File: src/rtl/mem_pkg.sv
// Shared definitions for the load/store unit.
//   - RV32 funct3 size/sign codes used by loads and stores
//   - response error encodings returned on resp_err
//   - LSU state encoding
package mem_pkg;

  localparam logic [2:0] F3_B  = 3'b000;
  localparam logic [2:0] F3_H  = 3'b001;
  localparam logic [2:0] F3_W  = 3'b010;
  localparam logic [2:0] F3_BU = 3'b100;
  localparam logic [2:0] F3_HU = 3'b101;

  localparam logic [1:0] ERR_OK       = 2'b00;
  localparam logic [1:0] ERR_MISALIGN = 2'b01;
  localparam logic [1:0] ERR_RANGE    = 2'b10;
  localparam logic [1:0] ERR_FUNCT3   = 2'b11;

  typedef enum logic [1:0] {
    ST_IDLE    = 2'd0,
    ST_RD_WAIT = 2'd1,
    ST_RESP    = 2'd2
  } lsu_state_e;

endpackage

File: src/rtl/lsu_load_align.sv
// Load formatting: picks the addressed byte/halfword out of a 32-bit memory
// word and sign- or zero-extends it. Purely combinational.
//   word_i   : raw memory word
//   offset_i : byte offset within the word (addr[1:0])
//   funct3_i : RV32 load size/sign code
//   rdata_o  : formatted 32-bit result
module lsu_load_align
  import mem_pkg::*;
(
  input  logic [31:0] word_i,
  input  logic [1:0]  offset_i,
  input  logic [2:0]  funct3_i,
  output logic [31:0] rdata_o
);

  logic [7:0]  byte_sel;
  logic [15:0] half_sel;

  always_comb begin
    byte_sel = word_i[{offset_i, 3'b000} +: 8];
    half_sel = offset_i[1] ? word_i[31:16] : word_i[15:0];
    case (funct3_i)
      F3_B:    rdata_o = {{24{byte_sel[7]}}, byte_sel};
      F3_BU:   rdata_o = {24'h000000, byte_sel};
      F3_H:    rdata_o = {{16{half_sel[15]}}, half_sel};
      F3_HU:   rdata_o = {16'h0000, half_sel};
      default: rdata_o = word_i;
    endcase
  end

endmodule

File: src/rtl/mem_lsu.sv
// Load/store unit between the core memory stage and BRAM port B.
//   clk, reset (async, active low)
//   req_*   : one load/store request, valid/ready handshake
//   resp_*  : formatted load data and error code, valid/ready handshake
//   enaB, weB, addrB, dinB : BRAM port B drive, combinational from the request
//                            during an accepting IDLE cycle
//   doutB   : BRAM read data, one cycle after enaB
module mem_lsu
  import mem_pkg::*;
#(
  parameter int ADDR_WIDTH = 13,
  parameter int DATA_WIDTH = 32,
  parameter int NUM_COL    = DATA_WIDTH / 8
) (
  input  logic                  clk,
  input  logic                  reset,
  input  logic                  req_valid,
  output logic                  req_ready,
  input  logic                  req_we,
  input  logic [2:0]            req_funct3,
  input  logic [31:0]           req_addr,
  input  logic [31:0]           req_wdata,
  output logic                  resp_valid,
  input  logic                  resp_ready,
  output logic [31:0]           resp_rdata,
  output logic [1:0]            resp_err,
  output logic                  enaB,
  output logic [NUM_COL-1:0]    weB,
  output logic [ADDR_WIDTH-1:0] addrB,
  output logic [DATA_WIDTH-1:0] dinB,
  input  logic [DATA_WIDTH-1:0] doutB
);

  lsu_state_e  state_q;
  logic [1:0]  off_q;
  logic [2:0]  f3_q;
  logic        resp_valid_q;
  logic [31:0] resp_rdata_q;
  logic [1:0]  resp_err_q;

  logic        is_b, is_h, is_w;
  logic        f3_bad, misalign, out_range;
  logic [1:0]  err_d;
  logic [3:0]  be_d;
  logic [31:0] din_d;
  logic        accept, legal;
  logic [31:0] load_data;

  // Request decode and legality check
  always_comb begin
    is_b = (req_funct3[1:0] == 2'b00);
    is_h = (req_funct3[1:0] == 2'b01);
    is_w = (req_funct3[1:0] == 2'b10);

    if (req_we)
      f3_bad = !((req_funct3 == F3_B) || (req_funct3 == F3_H) || (req_funct3 == F3_W));
    else
      f3_bad = (req_funct3 == 3'b011) || (req_funct3 == 3'b110) || (req_funct3 == 3'b111);

    misalign  = (is_h && req_addr[0]) || (is_w && (req_addr[1:0] != 2'b00));
    out_range = |req_addr[31:ADDR_WIDTH+2];

    if (f3_bad)         err_d = ERR_FUNCT3;
    else if (misalign)  err_d = ERR_MISALIGN;
    else if (out_range) err_d = ERR_RANGE;
    else                err_d = ERR_OK;

    // Store lane placement: narrow data is replicated so any lane sees it
    be_d  = 4'b0000;
    din_d = req_wdata;
    if (is_b) begin
      be_d  = 4'b0001 << req_addr[1:0];
      din_d = {4{req_wdata[7:0]}};
    end else if (is_h) begin
      be_d  = req_addr[1] ? 4'b1100 : 4'b0011;
      din_d = {2{req_wdata[15:0]}};
    end else if (is_w) begin
      be_d  = 4'b1111;
    end
  end

  // reset gates acceptance so port B stays quiet while reset is asserted
  assign accept = req_valid && (state_q == ST_IDLE) && reset;
  assign legal  = (err_d == ERR_OK);

  assign req_ready = (state_q == ST_IDLE);
  assign enaB      = accept && legal;
  assign weB       = (accept && legal && req_we) ? NUM_COL'(be_d) : '0;
  assign addrB     = req_addr[ADDR_WIDTH+1:2];
  assign dinB      = DATA_WIDTH'(din_d);

  lsu_load_align u_align (
    .word_i   (doutB),
    .offset_i (off_q),
    .funct3_i (f3_q),
    .rdata_o  (load_data)
  );

  always_ff @(posedge clk or negedge reset) begin
    if (!reset) begin
      state_q      <= ST_IDLE;
      off_q        <= 2'b00;
      f3_q         <= 3'b000;
      resp_valid_q <= 1'b0;
      resp_rdata_q <= 32'h0;
      resp_err_q   <= ERR_OK;
    end else begin
      case (state_q)
        ST_IDLE: begin
          if (accept) begin
            if (!legal || req_we) begin
              // errors and stores answer immediately; memory was touched
              // (or skipped) on this same edge
              state_q      <= ST_RESP;
              resp_valid_q <= 1'b1;
              resp_rdata_q <= 32'h0;
              resp_err_q   <= err_d;
            end else begin
              state_q <= ST_RD_WAIT;
              off_q   <= req_addr[1:0];
              f3_q    <= req_funct3;
            end
          end
        end
        ST_RD_WAIT: begin
          state_q      <= ST_RESP;
          resp_valid_q <= 1'b1;
          resp_rdata_q <= load_data;
          resp_err_q   <= ERR_OK;
        end
        ST_RESP: begin
          if (resp_ready) begin
            state_q      <= ST_IDLE;
            resp_valid_q <= 1'b0;
          end
        end
        default: begin
          state_q      <= ST_IDLE;
          resp_valid_q <= 1'b0;
        end
      endcase
    end
  end

  assign resp_valid = resp_valid_q;
  assign resp_rdata = resp_rdata_q;
  assign resp_err   = resp_err_q;

endmodule

File: config.mk
export PLATFORM = sky130hd
export DESIGN_NAME = mem_lsu
export DESIGN_NICKNAME = d
export VERILOG_FILES = /design/src/rtl/mem_pkg.sv /design/src/rtl/lsu_load_align.sv /design/src/rtl/mem_lsu.sv
export SDC_FILE = /design/constraint.sdc
export NUM_CORES = 1
export LEC_CHECK = 0
export BUFFER_PORTS_ARGS = -buffer_cell sky130_fd_sc_hd__buf_4
export CAP_MARGIN = 20
export CORE_ASPECT_RATIO = 1.2
export CORE_MARGIN = 1
export CORE_UTILIZATION = 41
export CTS_CLUSTER_DIAMETER = 100
export DETAILED_ROUTE_END_ITERATION = 7
export GPL_TIMING_DRIVEN = 0
export PLACE_DENSITY = 0.78
export SYNTH_ARGS = -nofsm -noshare
export SYNTH_HDL_FRONTEND = slang
export SYNTH_HIERARCHICAL = 1
export SYNTH_SLANG_ARGS = --single-unit
File: constraint.sdc
create_clock -name clk -period 1.7 [get_ports clk]
set_input_delay 0.085 -clock clk [delete_from_list [all_inputs] [get_ports clk]]
set_output_delay 0.085 -clock clk [all_outputs]
set_load 0.03 [all_outputs]
After elaboration in Yosys (flattened, before gate mapping)
Cells that the tools add are included.

storage, ports and cells
  bits in registers = 42
  input port bits = 104
  output and inout port bits = 86
  logic and storage cells = 77

operators by class
  equality and inequality tests = 15
  shift operators = 2
  multiplexer cells = 27
  bitwise logic cells = 1
  reductions and logical operators = 26

operators by type and width
  operator             count
  $mux 32              4
  $pmux 32 s4          1
  $pmux 32 s2          1
  $shiftx 32x6->8      1
  $mux 4               5
  $reduce_or 17->1     1
  $mux 16              1
  $mux 2               8
  $eq 3x3->1 const B   4
  $reduce_and 3->1     3
  $eq 3x1->1 const B   2
  $eq 3x2->1 const B   2
  $logic_and 1x1->1    6
  $logic_not 2->1      3
  $logic_not 3->1      2
  $logic_or 1x1->1     6
  $pmux 2 s3           1
  $eq 2x1->1 const B   2
  $eq 2x2->1 const B   2
  $mux 1               4
  $ne 2x1->1 const B   2
  $pmux 2 s2           1
  $reduce_bool 2->1    2
  $shl 1x2->4 const A  1
  other kinds (5)      6

Depth between registers and ports, before layout
Gate-level depths: netlist (run 1).

  word-level depth = 12
  gate-level depth with buffers = 7
  mapped depth without buffers = 5

Modules after synthesis
The synthesis (run 1) kept the hierarchy.

by module, submodules not included
  module          times used  cells an instance  area an instance (µm²)  sequential area each (µm²)
  mem_lsu         1           280                2583.7                  1051.0
  lsu_load_align  1           96                 845.8                   0.0

Least setup slack after synthesis (run 1)
OpenSTA, ideal clock, no wires.

  kind = register to output
  start point = register state_q[0]
  end point = output weB[0]
  arrival time = 1.914 ns
  data required time = 1.615 ns
  slack = -0.299 ns
  cell stages (with the launch flop) = 6
  buffers on the path = 1
  path through = dfrtp_1 > clkbuf_1 > nor4bb_1 > o21ai_1 > nor4_1 > nor2b_1

on the way
  longest elaborated chain between the ends = 6

RTL lines
  item                             RTL line        text
  start, declared                  mem_lsu.sv:34   lsu_state_e state_q;
  start signal, assigned           mem_lsu.sv:101  state_q <= ST_IDLE;
  start signal, assigned           mem_lsu.sv:114  state_q <= ST_RESP;
  start signal, assigned           mem_lsu.sv:119  state_q <= ST_RD_WAIT;
  $logic_not 2->1                  mem_lsu.sv:83   assign accept = req_valid && (state_q == ST_IDLE) && reset;
  $logic_and 1x1->1 (2 in series)  mem_lsu.sv:83
  $logic_and 1x1->1 (2 in series)  mem_lsu.sv:88   assign weB = (accept && legal && req_we) ? NUM_COL'(be_d) : '0;
  $mux 4                           mem_lsu.sv:88
  end, declared                    mem_lsu.sv:28   output logic [NUM_COL-1:0] weB,

Every way passes these cells.

Worst setup path in the final report (run 1)
Same ends and word-level chain as after synthesis.

==> results.sh, run 1 <==
export IMPL_powerDensity_nw_per_um2=561
export IMPL_yosysWarnings=6
export IMPL_syn_area_um2=3430
export IMPL_num_vias=3566
export IMPL_hold_viol=42
export IMPL_grt_pass1_vias=3379
export IMPL_crit_path_end_kind="output pin"
export IMPL_cp_required_ns=1.62
export IMPL_synth_distinct_cells=46
export IMPL_cp_arrival_ns=1.78
export IMPL_fin_crit_ns=1.86
export IMPL_drc=0
export IMPL_ioPinCount=190
export IMPL_postSynthCellCount=376
export IMPL_ant_nets=0
export IMPL_drtIter0Drc=152
export IMPL_fill_cells=686
export IMPL_path_cells="nor4bb_4 -> o21ai_2 -> nor4_4 -> nor2b_4 -> buf_6"
export IMPL_wl_mm=11.0
export IMPL_crit_path_top_delay_cell="dfrtp_2"
export IMPL_portBuffers=174
export IMPL_crit_path_start_kind="flop"
export IMPL_holdWs_ns=-0.237
export IMPL_async_reset_ff_frac=1.00
export IMPL_gp_congestion=0.958
export IMPL_grt_usage=0.246
export IMPL_timing_final_crit_share=1.10
export IMPL_min_path_type="in -> async"
export IMPL_rows=36
export IMPL_fp_dieH_um=102
export IMPL_p_leak_nw=2.45
export IMPL_irDropWorstVdd_v=0.000322
export IMPL_wl_per_cell_um=16.6
export IMPL_root_buffer="clkbuf_8"
export IMPL_totalPowerFinal_w=0.00291
export IMPL_fin_skew_ns=0.0112
export IMPL_avgSynthCellArea_um2=9.12
export IMPL_synth_ff_type="dfrtp_1"
export IMPL_cts_tree="yes"
export IMPL_drt_pass1_iter_count=4
export IMPL_status="complete, but fails checks"
export IMPL_final_max_slew_viol_count=0
export IMPL_die_w_um=85.5
export IMPL_nNetsFinal=668
export IMPL_dp_hpwl_mm=8.74
export IMPL_clock_fmax_mhz=537
export IMPL_cap_violations=0
export IMPL_grt_ovfl_total=0
export IMPL_clock_sinks=42
export IMPL_yosysSeqAreaShare=0.306
export IMPL_layout_commonest_cell="buf_4"
export IMPL_path_max_fanout=4
export IMPL_tightest_slew_ns=0.703
export IMPL_grt_max_degree=46
export IMPL_htreeDepth=2
export IMPL_vias_per_cell=5.39
export IMPL_rsz0062_at_grt="yes"
export IMPL_fin_ws_ns=-0.163
export IMPL_setup_tns_ns=-1.05
export IMPL_slew_headroom=0.530
export IMPL_insertion_delay_ns=0.31
export IMPL_syn_nets=480
export IMPL_grt_first_pass_wirelength_mm=16.7
export IMPL_coreArea_um2=8110
export IMPL_path_clk_slew_ns=0.09
export IMPL_start_util=0.423
export IMPL_antenna_found_initial=1
export IMPL_synth_edf_count=0
export IMPL_slowest_delay_ns=0.43
export IMPL_violations="hold timing, setup timing"
export IMPL_ys_ff_latch=42
export IMPL_die_area_um2=8740
export IMPL_clockBufferDepth=2
export IMPL_syn_to_final_growth_pct=51.3
export IMPL_numCtsBuffers=5
export IMPL_setup_viol_count_final=9
export IMPL_fin_util=0.640
export IMPL_criticalPathCategory="reg -> out"
export IMPL_layout_common_cells="199 x buf_4, 82 x nand2_1, 39 x dfrtp_1"
export IMPL_layout_drive_gt1_share=0.577
## cells in the mapped netlist, types with 2 or more instances
| master | count | area share |
|---|---|---|
| o21a_1 | 5 | 0.011 |
| inv_1 | 2 | 0.0022 |
| nand2_1 | 82 | 0.090 |
| clkbuf_1 | 10 | 0.011 |
| buf_1 | 2 | 0.0022 |
| mux2_2 | 25 | 0.082 |
| and3_1 | 2 | 0.0036 |
| buf_6 | 8 | 0.026 |
| nor3_1 | 2 | 0.0029 |
| nor2_1 | 17 | 0.019 |
| buf_2 | 4 | 0.0058 |
| nor4_1 | 5 | 0.0091 |
| o21ai_2 | 31 | 0.079 |
| a221o_1 | 7 | 0.020 |
| nor2b_1 | 13 | 0.024 |
| o21ai_0 | 16 | 0.023 |
| buf_4 | 24 | 0.053 |
| o221ai_1 | 5 | 0.013 |
| a22o_1 | 3 | 0.0077 |
| dfrtp_1 | 42 | 0.31 |
| mux2i_1 | 14 | 0.041 |
| nand2b_1 | 4 | 0.0073 |
| a2bb2oi_1 | 6 | 0.015 |
| a21oi_1 | 12 | 0.018 |
| a2bb2oi_2 | 14 | 0.061 |
## per-layer routing
layer | GRT usage | vias to the layer above | part of all wire
met5 | 0 | - | 0
met4 | 0.104 | 0 | 0.027
met3 | 0.0614 | 25 | 0.10
met2 | 0.432 | 205 | 0.49
met1 | 0.286 | 1629 | 0.38
li1 | - | 1707 | -
## flip-flops by register name, summed over array words and instances, names as in the netlist
register / count
f3_q: 3
off_q: 2
resp_rdata: 32
resp_err: 2
resp_valid: 1
state_q: 2
## cell type report
class / instances / area, µm² / share of cell area
diodes: 2 / 5.00 / 0.000965
inverters: 3 / 15.0 / 0.00289
multi-input cells: 282 / 2110 / 0.406
clock inverters: 2 / 60.1 / 0.0116
repair buffers: 183 / 1400 / 0.269
well taps: 95 / 119 / 0.0229
plain buffers: 47 / 348 / 0.0671
clock buffers: 6 / 82.6 / 0.0159
flip-flops and latches: 42 / 1050 / 0.203
## path summary, 6_finish.rpt
kind                                               to  slack [ns]                     from  depth (start not counted)
max                                            weB[0]       -0.16   state_q[0]$_DFFE_PN0P_                          5
min                        resp_rdata[20]$_DFFE_PN0P_       -0.24                    reset                          1
max reg2reg                      off_q[0]$_DFFE_PN0P_       -0.12   state_q[0]$_DFFE_PN0P_                          6
min reg2reg                   resp_err[1]$_DFFE_PN0P_        0.52  resp_err[1]$_DFFE_PN0P_                          1
max in group asynchronous        off_q[0]$_DFFE_PN0P_        1.51                    reset                          1
min in group clk               state_q[1]$_DFFE_PN0P_        0.02               resp_ready                          4
## what timing repair did
action	CTS	global route
gates cloned	0	0
endpoints found under the hold margin	42	42
setup buffers	4	5
resized for setup	16	14
setup endpoints to repair	21	32
pin swaps	2	2
## worst max-delay path, delay by kind of cell (launching register included)
family                 cells  cell delay [ns]
AOI/OAI and AO/OA          1             0.13
buffers and inverters      1             0.14
and+or+nand+nor            3             0.77
DFF                        1             0.43
## logic make-up (layout without fill, tap and decap cells)
logic type,after synthesis,after routing,synth area share
AO/OA/AOI/OAI,106,106,0.274
buffers and inverters,52,241,0.104
flip-flops,42,42,0.306
multiplexers,40,40,0.127
other,0,2,0
AND/OR/NAND/NOR,136,136,0.188
## per-stage QoR
stage	std cells	instance area, µm²	setup WS [ns]
after floorplan	376	3460	0.00300
after CTS	656	5120	-0.309
after global routing	660	5180	-0.264
final	662	5190	-0.163
after global placement	645	4890	-0.287
after detailed placement	645	4890	-0.317
## power breakdown
group	total, W	switching (W)	leakage [nW]	internal [W]
Clock	0.000989	0.000363	0.0714	0.000627
Combinational	0.000891	0.000470	1.80	0.000421
Sequential	0.00103	0.0000111	0.574	0.00102
(Power assumes the default switching activity.)
==> inputs of run 2 (changes only) <==
--- a/config.mk
+++ b/config.mk
@@ -9,11 +9,11 @@
 export CAP_MARGIN = 20
 export CORE_ASPECT_RATIO = 1.2
 export CORE_MARGIN = 1
-export CORE_UTILIZATION = 41
+export CORE_UTILIZATION = 45
 export CTS_CLUSTER_DIAMETER = 100
 export DETAILED_ROUTE_END_ITERATION = 7
 export GPL_TIMING_DRIVEN = 0
-export PLACE_DENSITY = 0.78
+export PLACE_DENSITY = 0.81
 export SYNTH_ARGS = -nofsm -noshare
 export SYNTH_HDL_FRONTEND = slang
 export SYNTH_HIERARCHICAL = 1
==> constraint.sdc (replaced) <==
create_clock -name clk -period 1.9 [get_ports clk]
set_input_delay 0.095 -clock clk [delete_from_list [all_inputs] [get_ports clk]]
set_output_delay 0.095 -clock clk [all_outputs]
set_load 0.03 [all_outputs]
==> run 2 against run 1 <==
Compared with the run above: the run now ends clean; clock skew fell by 0.0025 ns; via count fell by 1.7%; total power fell by 17%; setup slack improved by 0.22 ns; die area fell by 8.7%; core utilization rose by 5.3 points; global-route usage rose by 1.7 points; sequential share of layout area rose by 0.44 points; register-to-register slack improved by 0.22 ns; largest cell class unchanged; largest power group unchanged; highest routed layer unchanged.
==> results.sh, run 2 (same netlist as run 1, synthesis figures left out) <==
export IMPL_status="complete, no violations"
export IMPL_root_buffer="clkbuf_8"
export IMPL_fin_ws_ns=0.0551
export IMPL_largest_reg_flops=32
export IMPL_drtIter0Drc=174
export IMPL_drc=0
export IMPL_fin_crit_ns=1.84
export IMPL_die_w_um=81.7
export IMPL_start_util=0.469
export IMPL_final_max_slew_viol_count=0
export IMPL_ant_nets=0
export IMPL_clock_sinks=42
export IMPL_coreArea_um2=7320
export IMPL_fin_skew_ns=0.00865
export IMPL_setup_tns_ns=0
export IMPL_layout_common_cells="198 x buf_4, 82 x nand2_1, 40 x dfrtp_1"
export IMPL_dp_hpwl_mm=8.31
export IMPL_numCtsBuffers=5
export IMPL_nNetsFinal=666
export IMPL_diodes=0
export IMPL_min_path_type="in -> reg"
export IMPL_cp_arrival_ns=1.75
export IMPL_num_vias=3507
export IMPL_powerDensity_nw_per_um2=476
export IMPL_cap_violations=0
export IMPL_timing_rr_end="f3_q[1]$_DFFE_PN0P_"
export IMPL_holdWs_ns=0.0381
export IMPL_htreeDepth=2
export IMPL_grt_pass1_vias=3445
export IMPL_ff2ff_path_depth=6
export IMPL_rsz0062_at_grt="yes"
export IMPL_crit_path_end_kind="output pin"
export IMPL_critPathTopFamily="simple AND/OR/NAND/NOR gates"
export IMPL_criticalPathCategory="reg -> out"
export IMPL_fp_dieH_um=97.6
export IMPL_wl_mm=10.5
export IMPL_min_path_cells=2
export IMPL_clock_fmax_mhz=542
export IMPL_p_leak_nw=2.40
export IMPL_slew_headroom=0.507
export IMPL_layout_commonest_cell="buf_4"
export IMPL_portBuffers=174
export IMPL_worstHoldEndpoint="state_q[0]$_DFFE_PN0P_"
export IMPL_syn_to_final_growth_pct=47.9
export IMPL_tightest_slew_ns=0.739
export IMPL_cts_tree="yes"
export IMPL_hold_viol=0
export IMPL_hp_start="req_we"
export IMPL_cp_required_ns=1.80
export IMPL_crit_path_start_kind="flop"
export IMPL_rrSetupSlack_ns=0.10
export IMPL_insertion_delay_ns=0.30
export IMPL_gp_congestion=0.920
export IMPL_drt_pass1_iter_count=4
export IMPL_rows=34
export IMPL_setup_viol_count_final=0
export IMPL_r2r_start="state_q[0]$_DFFE_PN0P_"
export IMPL_path_cells="nor4bb_4 -> o21ai_2 -> nor4_4 -> nor2b_2 -> buf_6"
export IMPL_grt_first_pass_wirelength_mm=16.3
export IMPL_wl_per_cell_um=16.1
export IMPL_die_area_um2=7980
export IMPL_grt_ovfl_total=0
export IMPL_ioPinCount=190
export IMPL_vias_per_cell=5.37
export IMPL_place_ws_ns=-0.437
export IMPL_timing_final_crit_share=0.971
export IMPL_clockBufferDepth=2
export IMPL_cp_num_buf_inv=1
export IMPL_layout_drive_gt1_share=0.547
export IMPL_slowest_delay_ns=0.43
export IMPL_path_max_fanout=4
export IMPL_path_clk_slew_ns=0.08
export IMPL_grt_usage=0.263
export IMPL_grt_max_degree=43
export IMPL_irDropWorstVdd_v=0.000284
export IMPL_antenna_found_initial=0
export IMPL_crit_path_top_delay_cell="dfrtp_2"
[run 2: cell count changes in the layout (fill, tap and decap cells not counted), sizes merged]
cell,delta
dlygate4sd3,+1
clkbuf,+1
bufinv,-1
clkinvlp,-1
dlygate4sd1,+1
inv,+1
buf,-4
diode,-2
[run 2: how the worst max path moves through the flow]
stage,from,end,slack [ns],depth (start not counted)
floorplan,state_q[0]$_DFFE_PN0P_,weB[0],0.01,5
global placement,reset,weB[2],-0.32,6
detailed placement,reset,weB[2],-0.44,6
CTS,state_q[0]$_DFFE_PN0P_,weB[0],0.005,5
global route,state_q[0]$_DFFE_PN0P_,weB[0],-0.07,5
finish,state_q[0]$_DFFE_PN0P_,weB[0],0.06,5
[run 2: where the power goes]
group	switching, W	internal [W]
Clock	0.000303	0.000393
Combinational	0.000416	0.000379
Sequential	0.0000114	0.000910
[run 2: layout make-up]
type	instances	area [µm²]
inverters	3	11.3
repair buffers	180	1380
well taps	90	113
multi-input cells	282	2070
clock buffers	7	76.3
plain buffers	48	340
fillers	601	2240
flip-flops and latches	42	1050
clock inverters	1	30.0
[run 2: timing repair]
action                                 CTS  global route
setup endpoints to repair                9             9
pin swaps                                2             0
resized for setup                        9             3
endpoints found under the hold margin   42             0
hold buffers                             2             0
buffers inserted                         3             1
[run 2: routing by layer]
layer / vias up / track usage / part of all wire
met5: - / 0 / 0
met3: 19 / 0.0573 / 0.092
met4: 0 / 0.0904 / 0.022
met2: 193 / 0.464 / 0.50
li1: 1698 / - / -
met1: 1597 / 0.305 / 0.39
[run 2: metrics by stage]
stage / instances / util / area, µm² / total power (W)
after floorplan: 376 / - / 3430 / 0.00136
after global placement: 640 / 0.663 / 4850 / 0.00171
after detailed placement: 640 / 0.663 / 4850 / 0.00171
after CTS: 652 / 0.691 / 5050 / 0.00244
after global routing: 653 / 0.693 / 5070 / 0.00252
final: 653 / 0.693 / 5070 / 0.00241
==> inputs of run 3 (changes only) <==
--- a/config.mk
+++ b/config.mk
@@ -9,11 +9,11 @@
 export CAP_MARGIN = 20
 export CORE_ASPECT_RATIO = 1.2
 export CORE_MARGIN = 1
-export CORE_UTILIZATION = 45
+export CORE_UTILIZATION = 25
 export CTS_CLUSTER_DIAMETER = 100
 export DETAILED_ROUTE_END_ITERATION = 7
 export GPL_TIMING_DRIVEN = 0
-export PLACE_DENSITY = 0.81
+export RECOVER_POWER = 100
 export SYNTH_ARGS = -nofsm -noshare
 export SYNTH_HDL_FRONTEND = slang
 export SYNTH_HIERARCHICAL = 1
==> run 3 against run 2 <==
Compared with the run above: routed wire length grew 15%; die area grew 78%; sequential share of layout area grew 0.88 points; global-route usage shrank 9.3 points; combinational power shrank 9.3%; first-iteration DRC count shrank 45%; setup slack lost 0.049 ns; cell area shrank 4.0%.
==> results.sh, run 3 (same netlist as run 1, synthesis figures left out) <==
export IMPL_die_area_um2=14200
export IMPL_layout_drive_gt1_share=0.407
export IMPL_wl_mm=12.1
export IMPL_layout_common_cells="118 x buf_4, 82 x nand2_1, 81 x clkbuf_1"
export IMPL_timing_final_crit_share=0.997
export IMPL_drc=0
export IMPL_drt_pass1_iter_count=4
export IMPL_cp_required_ns=1.80
export IMPL_p_leak_nw=2.12
export IMPL_clockBufferDepth=2
export IMPL_grt_usage=0.170
export IMPL_wl_per_cell_um=16.5
export IMPL_status="complete, no violations"
export IMPL_grt_first_pass_wirelength_mm=18.4
export IMPL_tightest_slew_ns=1.08
export IMPL_cp_arrival_ns=1.80
export IMPL_dp_hpwl_mm=9.80
export IMPL_place_inst=718
export IMPL_finalNonFillerCells=731
export IMPL_fin_crit_ns=1.89
export IMPL_path_max_fanout=4
export IMPL_ioPinCount=190
export IMPL_numCtsBuffers=5
export IMPL_num_vias=3552
export IMPL_min_path_type="in -> reg"
export IMPL_drtIter0Drc=96
export IMPL_crit_path_end_kind="output pin"
export IMPL_wl_met2_mm=6.28
export IMPL_antenna_found_initial=0
export IMPL_insertion_delay_ns=0.29
export IMPL_place_area_um2=4950
export IMPL_irDropWorstVdd_v=0.000328
export IMPL_htreeDepth=2
export IMPL_cap_violations=0
export IMPL_coreArea_um2=13300
export IMPL_clock_sinks=42
export IMPL_rows=46
export IMPL_grt_max_degree=43
export IMPL_fp_dieH_um=130
export IMPL_die_w_um=109
export IMPL_syn_to_final_growth_pct=41.9
export IMPL_final_max_slew_viol_count=0
export IMPL_setup_viol_count_final=0
export IMPL_path_clk_slew_ns=0.06
export IMPL_wl_met1_mm=4.61
export IMPL_diodes=0
export IMPL_portBuffers=174
export IMPL_gp_congestion=0.894
export IMPL_hold_viol=0
export IMPL_crit_path_start_kind="flop"
export IMPL_cts_tree="yes"
export IMPL_root_buffer="clkbuf_16"
export IMPL_clock_fmax_mhz=528
export IMPL_largest_reg_flops=32
export IMPL_grt_pass1_vias=3582
export IMPL_grt_ovfl_total=0
export IMPL_wl_met3_um=997
export IMPL_rsz0062_at_grt="yes"
export IMPL_criticalPathCategory="reg -> out"
export IMPL_slew_headroom=0.281
export IMPL_nNetsFinal=666
export IMPL_powerDensity_nw_per_um2=544
export IMPL_fin_skew_ns=0.00587
export IMPL_vias_per_cell=4.86
export IMPL_ant_nets=0
export IMPL_start_util=0.258
export IMPL_maxUsedRoutingLayer="met4"
export IMPL_final_cell_area_um2=4870
export IMPL_layout_commonest_cell="buf_4"
## run 3: routing by layer
metal	up-vias	global-route usage
met1	1650	0.191
met3	15	0.0405
met5	-	0
met2	185	0.314
met4	0	0.0533
li1	1702	-
## run 3: layout make-up
type	count	area, µm²
Clock buffer	5	125
Multi-Input combinational cell	282	2020
Inverter	3	11.3
Tap cell	168	210
Clock inverter	3	45.0
Timing Repair Buffer	180	1070
Fill cell	1434	8430
Sequential cell	42	1050
Buffer	48	328
## run 3: final timing paths
check / cells past startpoint / startpoint / slack [ns] / to
min: 2 / req_we / 0.05 / state_q[0]$_DFFE_PN0P_
max in group asynchronous: 3 / reset / 0.26 / state_q[1]$_DFFE_PN0P_
max reg2reg: 6 / state_q[0]$_DFFE_PN0P_ / 0.07 / off_q[1]$_DFFE_PN0P_
min reg2reg: 1 / f3_q[0]$_DFFE_PN0P_ / 0.51 / f3_q[0]$_DFFE_PN0P_
min in group asynchronous: 3 / reset / 0.89 / resp_rdata[12]$_DFFE_PN0P_
max: 5 / state_q[0]$_DFFE_PN0P_ / 0.006 / weB[2]
## run 3: metrics by stage
step	utilization	setup slack (ns)	setup TNS [ns]	hold WS, ns	power, W
final	0.366	0.00613	0	0.0506	0.00265
after global routing	0.366	-0.0945	-0.721	0.0476	0.00277
after CTS	0.393	-0.00276	-0.00276	0.0390	0.00276
after detailed placement	0.372	-0.466	-2.68	0.133	0.00172
after global placement	0.372	-0.482	-2.89	0.130	0.00172
after floorplan	-	0.0137	0	-0.201	0.00136
## run 3: worst max-delay path, cell delays in order (launching register included)
cell and delay [ns]:
dfrtp_2 0.42, nor4bb_4 0.32, o21ai_2 0.13, nor4_4 0.24, nor2b_2 0.24, buf_6 0.16
## run 3: power breakdown
| part | leakage (nW) | internal [W] | switching [W] | total [W] |
|---|---|---|---|---|
| logic | 1.46 | 0.000307 | 0.000414 | 0.000721 |
| clock network | 0.0760 | 0.000620 | 0.000384 | 0.00100 |
| registers | 0.575 | 0.000911 | 0.0000114 | 0.000922 |
## run 3: what timing repair did
item,4_1_cts,5_1_grt
hold buffers,2,0
pin swaps,2,0
setup buffers,3,1
endpoints found under the hold margin,42,0
endpoints found under the setup margin,9,17
resized for setup,9,3
